[config.mk]
export PLATFORM = sky130hd
export DESIGN_NAME = sdp_x_mul_cfg_triosy_sched
export DESIGN_NICKNAME = d
export VERILOG_FILES = /design/src/rtl/sdp_x_mul_cfg_triosy_sched.sv
export SDC_FILE = /design/constraint.sdc
export NUM_CORES = 1
export LEC_CHECK = 0
export CAP_MARGIN = 20
export CELL_PAD_IN_SITES_DETAIL_PLACEMENT = 1
export CELL_PAD_IN_SITES_GLOBAL_PLACEMENT = 1
export CORE_ASPECT_RATIO = 0.8
export CORE_MARGIN = 1
export CORE_UTILIZATION = 47
export DETAILED_ROUTE_END_ITERATION = 10
export GPL_ROUTABILITY_DRIVEN = 0
export PLACE_DENSITY = 0.83
export SLEW_MARGIN = 30
export SYNTH_ARGS = -nofsm -noshare
export SYNTH_HDL_FRONTEND = slang
export SYNTH_SLANG_ARGS = --single-unit
[constraint.sdc]
create_clock -name nvdla_core_clk -period 6.9 [get_ports nvdla_core_clk]
set_clock_uncertainty 0.2 [all_clocks]
set_input_delay 1.035 -clock nvdla_core_clk [delete_from_list [all_inputs] [get_ports nvdla_core_clk]]
set_output_delay 1.035 -clock nvdla_core_clk [all_outputs]
set_load 0.005 [all_outputs]
[src/rtl/sdp_x_mul_cfg_triosy_sched.sv]
// Issues one round-robin lz pulse per selected config resource after each layer,
// holding the core off until the sequence completes; tracks bawt and sticky errors.
module sdp_x_mul_cfg_triosy_sched #(
  parameter int NUM_RSC   = 8,
  parameter int TIMEOUT_W = 8
) (
  input  logic               nvdla_core_clk,
  input  logic               nvdla_core_rst,
  input  logic               layer_done,
  input  logic [NUM_RSC-1:0] rsc_mask,
  input  logic               triosy_hold,
  input  logic               err_clr,
  output logic               core_wen,
  output logic               busy,
  output logic [NUM_RSC-1:0] triosy_lz,
  output logic [NUM_RSC-1:0] rsc_bawt,
  output logic               cfg_done,
  output logic               err_overrun,
  output logic               err_timeout
);

  localparam int PW = (NUM_RSC > 1) ? $clog2(NUM_RSC) : 1;
  localparam int SW = PW + 1;
  localparam logic [TIMEOUT_W-1:0] CNT_MAX = '1;

  typedef enum logic [1:0] {
    IDLE  = 2'd0,
    ISSUE = 2'd1,
    DONE  = 2'd2
  } state_t;

  state_t               state;
  state_t               state_nxt;
  logic [NUM_RSC-1:0]   pending;
  logic [NUM_RSC-1:0]   sel_oh;
  logic [PW-1:0]        rr_ptr;
  logic [PW-1:0]        sel;
  logic [PW-1:0]        sel_inc;
  logic [SW-1:0]        scan;
  logic                 found;
  logic                 last;
  logic                 issue;
  logic                 accept;
  logic                 hold_active;
  logic                 tmo_hit;
  logic [TIMEOUT_W-1:0] hold_cnt;

  // Cyclic scan of pending starting at rr_ptr; scan index wraps at NUM_RSC.
  always_comb begin
    sel   = rr_ptr;
    found = 1'b0;
    scan  = '0;
    for (int i = 0; i < NUM_RSC; i++) begin
      scan = {1'b0, rr_ptr} + SW'(i);
      if (scan >= SW'(NUM_RSC)) scan = scan - SW'(NUM_RSC);
      if (!found && pending[scan[PW-1:0]]) begin
        found = 1'b1;
        sel   = scan[PW-1:0];
      end
    end
  end

  assign sel_oh  = NUM_RSC'(1) << sel;
  assign sel_inc = (sel == PW'(NUM_RSC - 1)) ? '0 : sel + 1'b1;
  assign last    = (pending & ~sel_oh) == '0;
  assign issue   = (state == ISSUE) && !triosy_hold && found;
  assign accept  = (state == IDLE) && layer_done;

  always_ff @(posedge nvdla_core_clk or posedge nvdla_core_rst) begin
    if (nvdla_core_rst) state <= IDLE;
    else                state <= state_nxt;
  end

  always_comb begin
    state_nxt = state;
    case (state)
      IDLE:    if (layer_done) state_nxt = (|rsc_mask) ? ISSUE : DONE;
      ISSUE:   if (issue && last) state_nxt = DONE;
      DONE:    state_nxt = IDLE;
      default: state_nxt = IDLE;
    endcase
  end

  assign core_wen = (state == IDLE);
  assign busy     = ~core_wen;
  assign cfg_done = (state == DONE);

  always_ff @(posedge nvdla_core_clk or posedge nvdla_core_rst) begin
    if (nvdla_core_rst) begin
      pending   <= '0;
      rr_ptr    <= '0;
      triosy_lz <= '0;
      rsc_bawt  <= '0;
    end else begin
      triosy_lz <= issue ? sel_oh : '0;
      if (accept) begin
        pending  <= rsc_mask;
        rsc_bawt <= '0;
      end else if (issue) begin
        pending  <= pending & ~sel_oh;
        rsc_bawt <= rsc_bawt | sel_oh;
        rr_ptr   <= sel_inc;
      end
    end
  end

  // Timeout flags only on the transition into all-ones, so a clear while still held sticks.
  assign hold_active = (state == ISSUE) && triosy_hold;
  assign tmo_hit     = hold_active && (hold_cnt == CNT_MAX - 1'b1);

  always_ff @(posedge nvdla_core_clk or posedge nvdla_core_rst) begin
    if (nvdla_core_rst) begin
      hold_cnt    <= '0;
      err_timeout <= 1'b0;
      err_overrun <= 1'b0;
    end else begin
      if (!hold_active)          hold_cnt <= '0;
      else if (hold_cnt != CNT_MAX) hold_cnt <= hold_cnt + 1'b1;

      if (tmo_hit)      err_timeout <= 1'b1;
      else if (err_clr) err_timeout <= 1'b0;

      if (layer_done && (state != IDLE)) err_overrun <= 1'b1;
      else if (err_clr)                  err_overrun <= 1'b0;
    end
  end

endmodule

==> results of run 1 <==
## kinds of logic after synthesis
group           after synthesis  share of synthesized area, %
mux                          33                          19.5
buf+inv                      29                          5.13
compound gates               51                          14.6
fa+ha+maj                    10                          4.62
flops                        39                          36.0
simple gates                 88                          16.3
xor+xnor                     10                          3.79
## metrics by stage
| step | hold WS [ps] | instances |
|---|---|---|
| after floorplan | 284 | 260 |
| after global placement | 287 | 355 |
| after detailed placement | 286 | 355 |
| after CTS | 324 | 363 |
| after global routing | 333 | 363 |
| final | 318 | 363 |
## worst paths after layout
check,from,end,slack (ps),cells past startpoint
setup / recovery,rr_ptr[0],state[1],1080,17
hold / removal,rsc_bawt[3],rsc_bawt[3],320,2
setup reg to reg,rr_ptr[0],state[1],1080,17
hold reg to reg,rsc_bawt[3],rsc_bawt[3],320,2
max in group asynchronous,nvdla_core_rst,triosy_lz[0],5200,3
min in group asynchronous,nvdla_core_rst,hold_cnt[0],950,3
## per-layer routing
metal  up-vias  global-route usage (%)  part of all wire, %
li1       1012                       -                    -
met1      1138                    37.5                   42
met2       105                    43.7                   48
met3        19                    5.20                  7.7
met4         0                    10.2                  2.2
met5         -                       0                    0
## cells in the mapped netlist (all sizes together), types with 2 or more instances
cell / number
buf: 8
nand3: 5
and3: 11
dfrtp: 39
nor3: 7
nand2: 21
o31ai: 2
nand2b: 4
a22o: 4
a21oi: 4
a31oi: 11
clkbuf: 9
and2: 5
nor2: 22
o311ai: 2
ha: 10
a211oi: 2
nor2b: 4
o22ai: 3
xnor2: 6
a32o: 7
o21ai: 6
mux2: 7
mux2i: 12
xor2: 4
or4: 2
inv: 12
mux4: 14
## worst max-delay path: stages, from the launching register on
cell	delay, ps
dfrtp_1	720
inv_1	270
ha_1	790
mux4_2	590
mux2i_1	270
o32ai_1	200
mux2_2	320
o311ai_0	300
a31oi_1	140
a21o_1	250
o211ai_1	130
ha_1	370
o22ai_1	140
nor3_1	250
nand2_1	80
nor4_1	380
nor3_1	120
o21ai_0	200
## state kept, by name, summed over array words and instances (netlist names)
| name | count |
|---|---|
| err_overrun | 1 |
| err_timeout | 1 |
| hold_cnt | 8 |
| pending | 8 |
| rr_ptr | 3 |
| rsc_bawt | 8 |
| state | 2 |
| triosy_lz | 8 |
## area by class of cell
type                            instances  share of cell area, %
Inverter                               12                   1.49
Multi-Input combinational cell        192                   50.5
Timing Repair Buffer                   34                   10.6
Sequential cell                        39                   30.6
Tap cell                               78                   3.06
Clock inverter                          2                   1.10
Clock buffer                            6                   2.59
==> flow_metrics.py, run 1 <==
metrics = {
    "outcome": {
        "status": "completed",
    },
    "yosys": {
        "synth_edf_count": 0,
        "ys.flop_type": "dfrtp_1",
        "netlist_top_cells_area": "dfrtp_1 36%, mux4_2 12%, ha_1 4.6%",
        "yosysTopAreaCell": "dfrtp_1",
        "synth.distinct_cells": 54,
        "ys_ff_latch": 39,
        "yosys_warnings": 0,
        "syn_inst": 260,
        "ys_seq_area_share_pct": 36.0,
        "synth_area_um2": 2710,
        "synth_top_area_share_pct": 36.0,
        "syn-num-nets": 283,
        "async_flop_share_pct": 100,
        "syn_area_per_cell_um2": 10.4,
    },
    "setup_path": {
        "critPathMaxFanout": 14,
        "cp.arrival_ps": 5830,
        "crit_path_start_kind": "register",
        "critPathKind": "reg -> reg",
        "cp-end-kind": "register",
        "critPathRequiredTime_ps": 6920,
    },
    "final_layout": {
        "fin_util_pct": 57.9,
        "mostFrequentLayoutCells": "39 x dfrtp_1, 33 x clkdlybuf4s50_1, 22 x nor2_1",
        "final_common_cell": "dfrtp_1",
        "antennaDiodeCount": 0,
        "drive_above_1_share_pct": 13.7,
        "seqCellArea_um2": 976,
        "fill_cells": 596,
        "multi_input_area_um2": 1610,
        "final_cell_area_um2": 3180,
        "area_delta_synth_final_pct": 17.6,
        "final_nets": 307,
    },
    "route": {
        "routedWlPerCell_um": 20.7,
        "first_iter_violations": 150,
        "ant_nets": 0,
        "routed_wl_um": 7510,
        "drc_errors": 0,
        "num_vias": 2274,
        "viasPerCell": 6.26,
        "firstDrtPassIters": 4,
    },
    "clocking": {
        "clockBufferDepth": 2,
        "cts_tree": "built",
        "clock-sinks": 39,
        "cts_post_setup_buffers_inserted": 0,
        "cts_root_buffer": "clkbuf_8",
        "clock_latency_ps": 300,
        "post_cts_resized": 0,
        "cts.hold.buffers_added": 0,
        "cts_made_buffers": 5,
        "h-tree-depth": 2,
        "path_clk_slew_ps": 80,
    },
    "sta": {
        "post-route-period-util_pct": 84.3,
        "drv_slew": 0,
        "setup_viol": 0,
        "fin_tns_setup_ps": 0,
        "tightest_slew_ps": 710,
        "rsz0062_at_grt": "false",
        "fin_crit_ps": 5820,
        "finalHoldViolCount": 0,
        "max_freq_mhz": 172,
        "maxSlewHeadroom_pct": 52.7,
        "worst_slack_ps": 1080,
    },
    "placement": {
        "placed_cell_area_um2": 3070,
        "numPortBuffers": 33,
        "dp_hpwl_um": 5370,
        "place_ws_ps": 1250,
    },
    "die": {
        "start_util_pct": 49.3,
        "die_x_um": 86.9,
        "io_pins": 34,
        "core_region_area_um2": 5500,
        "die_y_um": 69.9,
        "rows": 24,
        "die-area_um2": 6070,
    },
    "job": {
        "max-cap-violations": 0,
    },
    "global_routing": {
        "grt-ovfl-total": 0,
        "grt_usage_pct": 27.5,
        "grt_max_degree": 40,
        "grt_pass1_wl_um": 12500,
        "antenna_found_initial": 0,
        "grt_pass1_vias": 2325,
    },
    "hold_path": {
        "worstHoldPathType": "reg -> reg",
    },
}
Power of run 1 is left out: the tool's default activity adds up to more than one toggle a clock period on the data nets, which glitch-free logic cannot reach.
==> run 2, diff against run 1 <==
--- a/config.mk
+++ b/config.mk
@@ -10,10 +10,10 @@
 export CELL_PAD_IN_SITES_GLOBAL_PLACEMENT = 1
 export CORE_ASPECT_RATIO = 0.8
 export CORE_MARGIN = 1
-export CORE_UTILIZATION = 47
+export CORE_UTILIZATION = 44
 export DETAILED_ROUTE_END_ITERATION = 10
 export GPL_ROUTABILITY_DRIVEN = 0
-export PLACE_DENSITY = 0.83
+export PLACE_DENSITY = 0.78
 export SLEW_MARGIN = 30
 export SYNTH_ARGS = -nofsm -noshare
 export SYNTH_HDL_FRONTEND = slang
==> constraint.sdc (replaced) <==
create_clock -name nvdla_core_clk -period 5.62 [get_ports nvdla_core_clk]
set_clock_uncertainty 0.2 [all_clocks]
set_input_delay 0.843 -clock nvdla_core_clk [delete_from_list [all_inputs] [get_ports nvdla_core_clk]]
set_output_delay 0.843 -clock nvdla_core_clk [all_outputs]
set_load 0.005 [all_outputs]
==> run 2 against run 1 <==
  * Fmax increased by 17%
  * Routed wire length shrank 0.15%
  * Worst hold slack improved by 1.1 ps
  * Core utilization down 3.7 points
  * Sequential share of layout area decreased by 0.24 points
  * Count of clock-buffer cells in the layout is the same
  * Design area up 0.79%
  * Sequential cell count stayed put
  * Non-clock buffer count rose by 2
  * Via count is 0.97% lower
  * Worst setup slack worse by 450 ps
  * Critical path depth unchanged
==> flow_metrics.py, run 2 (synthesis results as in run 1) <==
metrics = {
    "outcome": {
        "status": "completed",
    },
    "sta": {
        "tightest_slew_ps": 706,
        "finalHoldViolCount": 0,
        "rsz0062_at_grt": "false",
        "maxSlewHeadroom_pct": 53.0,
        "fin_crit_ps": 4990,
        "fin_tns_setup_ps": 0,
        "max_freq_mhz": 201,
        "setup_viol": 0,
        "drv_slew": 0,
        "post-route-period-util_pct": 88.7,
        "whs_ps": 319,
    },
    "job": {
        "max-cap-violations": 0,
    },
    "final_layout": {
        "area_delta_synth_final_pct": 18.5,
        "fin_cells": 368,
        "mostFrequentLayoutCells": "39 x dfrtp_1, 33 x clkdlybuf4s50_1, 22 x nor2_1",
        "antennaDiodeCount": 0,
        "final_common_cell": "dfrtp_1",
        "fill_cells": 635,
        "drive_above_1_share_pct": 14.6,
        "final_cell_area_um2": 3210,
        "final_nets": 309,
    },
    "clocking": {
        "h-tree-depth": 2,
        "clock-sinks": 39,
        "cts_tree": "built",
        "cts.hold.buffers_added": 0,
        "clockBufferDepth": 2,
        "path_clk_slew_ps": 80,
        "cts_root_buffer": "clkbuf_8",
        "clock_latency_ps": 290,
        "cts_post_setup_buffers_inserted": 0,
        "cts_made_buffers": 5,
    },
    "global_routing": {
        "antenna_found_initial": 0,
        "grt_pass1_wl_um": 12400,
        "grt_pass1_vias": 2356,
        "grt_max_degree": 33,
        "grt_usage_pct": 24.6,
        "grt-ovfl-total": 0,
    },
    "setup_path": {
        "r2r_start": "rr_ptr[0]",
        "crit_start": "rr_ptr[0]",
        "critPathKind": "reg -> reg",
        "crit_path_start_kind": "register",
        "cp.arrival_ps": 5000,
        "critPathMaxFanout": 14,
        "cp-end-kind": "register",
        "critPathRequiredTime_ps": 5640,
    },
    "die": {
        "start_util_pct": 45.8,
        "core_region_area_um2": 5910,
        "die_y_um": 72.2,
        "rows": 25,
        "die-area_um2": 6470,
        "die_x_um": 89.7,
        "io_pins": 34,
    },
    "hold_path": {
        "min_from": "rsc_bawt[3]",
        "worstHoldPathType": "reg -> reg",
    },
    "route": {
        "first_iter_violations": 176,
        "drc_errors": 0,
        "num_vias": 2252,
        "routedWlPerCell_um": 20.4,
        "routed_wl_um": 7500,
        "ant_nets": 0,
        "viasPerCell": 6.12,
        "firstDrtPassIters": 4,
    },
    "placement": {
        "dp.cells": 360,
        "numPortBuffers": 33,
        "placed_cell_area_um2": 3090,
        "dp_hpwl_um": 5520,
    },
}
==> run 2: cell types whose count changed in the layout (fill, tap and decap cells not counted) <==
cell      before  now
buf_4          1    3
inv_6          0    1
clkinv_2       1    0
ha_2           0    1
ha_1          10    9
==> run 2: area by class of cell <==
type,count,area (um2),share of cell area (%)
inverters,12,47.5,1.48
flip-flops and latches,39,976,30.4
clock buffers,6,82.6,2.57
repair buffers,36,353,11.0
well taps,81,101,3.16
multi-input cells,192,1610,50.2
clock inverters,2,38.8,1.21
==> run 2: path summary, 6_finish.rpt <==
| path | cells past startpoint | slack, ps | to |
|---|---|---|---|
| worst max register to register | 17 | 630 | state[1] |
| min in group asynchronous | 2 | 590 | err_timeout |
| worst min-delay path | 2 | 320 | rsc_bawt[3] |
| worst max-delay path | 17 | 630 | state[1] |
| max in group asynchronous | 3 | 3910 | rsc_bawt[0] |
| worst min register to register | 2 | 320 | rsc_bawt[3] |
==> run 2: critical path, stage by stage (launching register included) <==
cell,delay [ps]
dfrtp_1,360
inv_1,120
ha_2,570
mux4_2,550
mux2i_1,270
o32ai_1,190
mux2_2,320
o311ai_0,360
a31oi_1,160
a21o_1,240
o211ai_1,130
ha_1,380
o22ai_1,170
nor3_1,250
nand2_1,80
nor4_1,290
nor3_1,90
o21ai_0,170
==> run 2: timing repair <==
action / 4_1_cts / 5_1_grt
gates resized for setup: 0 / 1
endpoints found under the hold margin: 0 / 0
endpoints found under the setup margin: 0 / 1
==> run 2: per-layer routing <==
layer / share of wire [%] / vias to the layer above / track usage (%)
li1: - / 1009 / -
met1: 45 / 1143 / 33.8
met2: 48 / 81 / 40.4
met3: 5.7 / 19 / 5.14
met4: 1.3 / 0 / 6.19
met5: 0 / - / 0
==> run 2: through the flow <==
| step | util, % | worst slack, ps |
|---|---|---|
| 6_report | 54.3 | 634 |
| 5_1_grt | 54.3 | 204 |
| 4_1_cts | 54.2 | 479 |
| 3_5_place_dp | 52.2 | 536 |
| 3_3_place_gp | 52.0 | 798 |
| 2_1_floorplan | - | 1360 |
Power of run 2 is left out for the same reason.
==> run 3, diff against run 2 <==
--- a/config.mk
+++ b/config.mk
@@ -10,10 +10,11 @@
 export CELL_PAD_IN_SITES_GLOBAL_PLACEMENT = 1
 export CORE_ASPECT_RATIO = 0.8
 export CORE_MARGIN = 1
-export CORE_UTILIZATION = 44
+export CORE_UTILIZATION = 47
 export DETAILED_ROUTE_END_ITERATION = 10
 export GPL_ROUTABILITY_DRIVEN = 0
-export PLACE_DENSITY = 0.78
+export HOLD_SLACK_MARGIN = 0.02
+export PLACE_DENSITY = 0.83
 export SLEW_MARGIN = 30
 export SYNTH_ARGS = -nofsm -noshare
 export SYNTH_HDL_FRONTEND = slang
==> constraint.sdc (replaced) <==
create_clock -name nvdla_core_clk -period 6.4 [get_ports nvdla_core_clk]
set_clock_uncertainty 0.2 [all_clocks]
set_input_delay 0.96 -clock nvdla_core_clk [delete_from_list [all_inputs] [get_ports nvdla_core_clk]]
set_output_delay 0.96 -clock nvdla_core_clk [all_outputs]
set_load 0.005 [all_outputs]
==> run 3 against run 2 <==
  * Largest cell class unchanged
  * Global-route usage increased by 1.9 points
  * Count of clock-buffer cells in the layout decreased by 1
  * Non-clock buffer count decreased by 2
  * First-iteration DRC count decreased by 31%
  * Design area decreased by 0.20%
  * Sequential cell count unchanged
  * Register-to-register slack got worse by 30 ps
  * Fmax decreased by 14%
==> flow_metrics.py, run 3 (synthesis results as in run 1) <==
metrics = {
    "global_routing": {
        "grt-ovfl-total": 0,
        "grt_max_degree": 40,
        "grt_usage_pct": 26.6,
        "grt_pass1_wl_um": 12300,
        "grt_pass1_vias": 2277,
        "antenna_found_initial": 0,
    },
    "die": {
        "io_pins": 34,
        "die_x_um": 86.9,
        "rows": 24,
        "start_util_pct": 49.3,
        "core_region_area_um2": 5500,
        "die-area_um2": 6070,
        "die_y_um": 69.9,
    },
    "sta": {
        "maxSlewHeadroom_pct": 51.4,
        "finalHoldViolCount": 0,
        "max_freq_mhz": 173,
        "rsz0062_at_grt": "false",
        "tightest_slew_ps": 729,
        "fin_tns_setup_ps": 0,
        "setup_viol": 0,
        "drv_slew": 0,
        "fin_crit_ps": 5800,
        "post-route-period-util_pct": 90.6,
    },
    "setup_path": {
        "crit_family": "compound AO/OA/AOI/OAI gates",
        "critPathMaxFanout": 14,
        "cp-end-kind": "register",
        "critPathKind": "reg -> reg",
        "crit_path_start_kind": "register",
        "slowest_delay_ps": 770,
        "critPathRequiredTime_ps": 6400,
        "cp.arrival_ps": 5800,
        "slowest_stage": "ha_1",
        "timing.critical_path.buf_inv": 1,
        "crit_chain": "inv_1, ha_1, mux4_2, mux2i_1, o32ai_1, mux2_2, o311ai_0, a31oi_1, a21o_1, o211ai_1, ha_1, o22ai_1, nor3_1, nand2_1, nor4_1, nor3_1, o21ai_0",
    },
    "final_layout": {
        "drive_above_1_share_pct": 13.7,
        "fin_util_pct": 58.3,
        "fin_cells": 363,
        "final_nets": 307,
        "area_delta_synth_final_pct": 18.3,
        "fill_cells": 601,
        "final_cell_area_um2": 3200,
        "mostFrequentLayoutCells": "39 x dfrtp_1, 33 x clkdlybuf4s50_1, 22 x nor2_1",
        "final_common_cell": "dfrtp_1",
        "antennaDiodeCount": 0,
    },
    "clocking": {
        "clockBufferDepth": 2,
        "cts_root_buffer": "clkbuf_8",
        "clock_latency_ps": 290,
        "cts.hold.buffers_added": 0,
        "clock-sinks": 39,
        "h-tree-depth": 2,
        "post_cts_resized": 0,
        "cts_made_buffers": 5,
        "cts_tree": "built",
        "cts_post_setup_buffers_inserted": 0,
        "path_clk_slew_ps": 80,
    },
    "route": {
        "routed_wl_um": 7540,
        "first_iter_violations": 121,
        "routedWlPerCell_um": 20.8,
        "firstDrtPassIters": 5,
        "drc_errors": 0,
        "viasPerCell": 6.24,
        "num_vias": 2266,
        "ant_nets": 0,
    },
    "placement": {
        "numPortBuffers": 33,
        "dp_hpwl_um": 5340,
        "dp.cells": 355,
        "placed_cell_area_um2": 3070,
    },
    "hold_path": {
        "worstHoldPathType": "reg -> reg",
    },
    "outcome": {
        "status": "completed",
    },
    "job": {
        "max-cap-violations": 0,
    },
}
-- run 3: layer usage --
metal	wire length, um	up-vias	global-route usage [%]	part of all wire, %
met3	449	19	5.32	6.0
met1	3310	1141	37.2	44
li1	-	1015	-	-
met4	160	0	6.85	2.1
met2	3620	91	42.3	48
met5	0	-	0	0
-- run 3: area by class of cell --
class                   instances  area [um2]  share of cell area (%)
clock buffers                   5        68.8                    2.15
well taps                      78        97.6                    3.05
flip-flops and latches         39         976                    30.5
clock inverters                 3        67.6                    2.11
multi-input cells             192        1610                    50.2
repair buffers                 34         338                    10.5
inverters                      12        47.5                    1.48
-- run 3: metrics by stage --
| stage | hold WS, ps | setup slack, ps |
|---|---|---|
| final | 311 | 603 |
| after global routing | 327 | 125 |
| after CTS | 315 | 652 |
| after detailed placement | 286 | 810 |
| after global placement | 287 | 1070 |
| after floorplan | 284 | 2140 |
-- run 3: final timing paths --
kind / startpoint / to / slack [ps] / cells after the start
setup / recovery: rr_ptr[0] / state[1] / 600 / 17
max in group asynchronous: nvdla_core_rst / pending[1] / 4740 / 3
hold / removal: rsc_bawt[0] / rsc_bawt[0] / 310 / 1
min in group asynchronous: nvdla_core_rst / hold_cnt[2] / 910 / 3
hold reg to reg: rsc_bawt[0] / rsc_bawt[0] / 310 / 1
setup reg to reg: rr_ptr[0] / state[1] / 600 / 17
Power of run 3 is left out for the same reason.
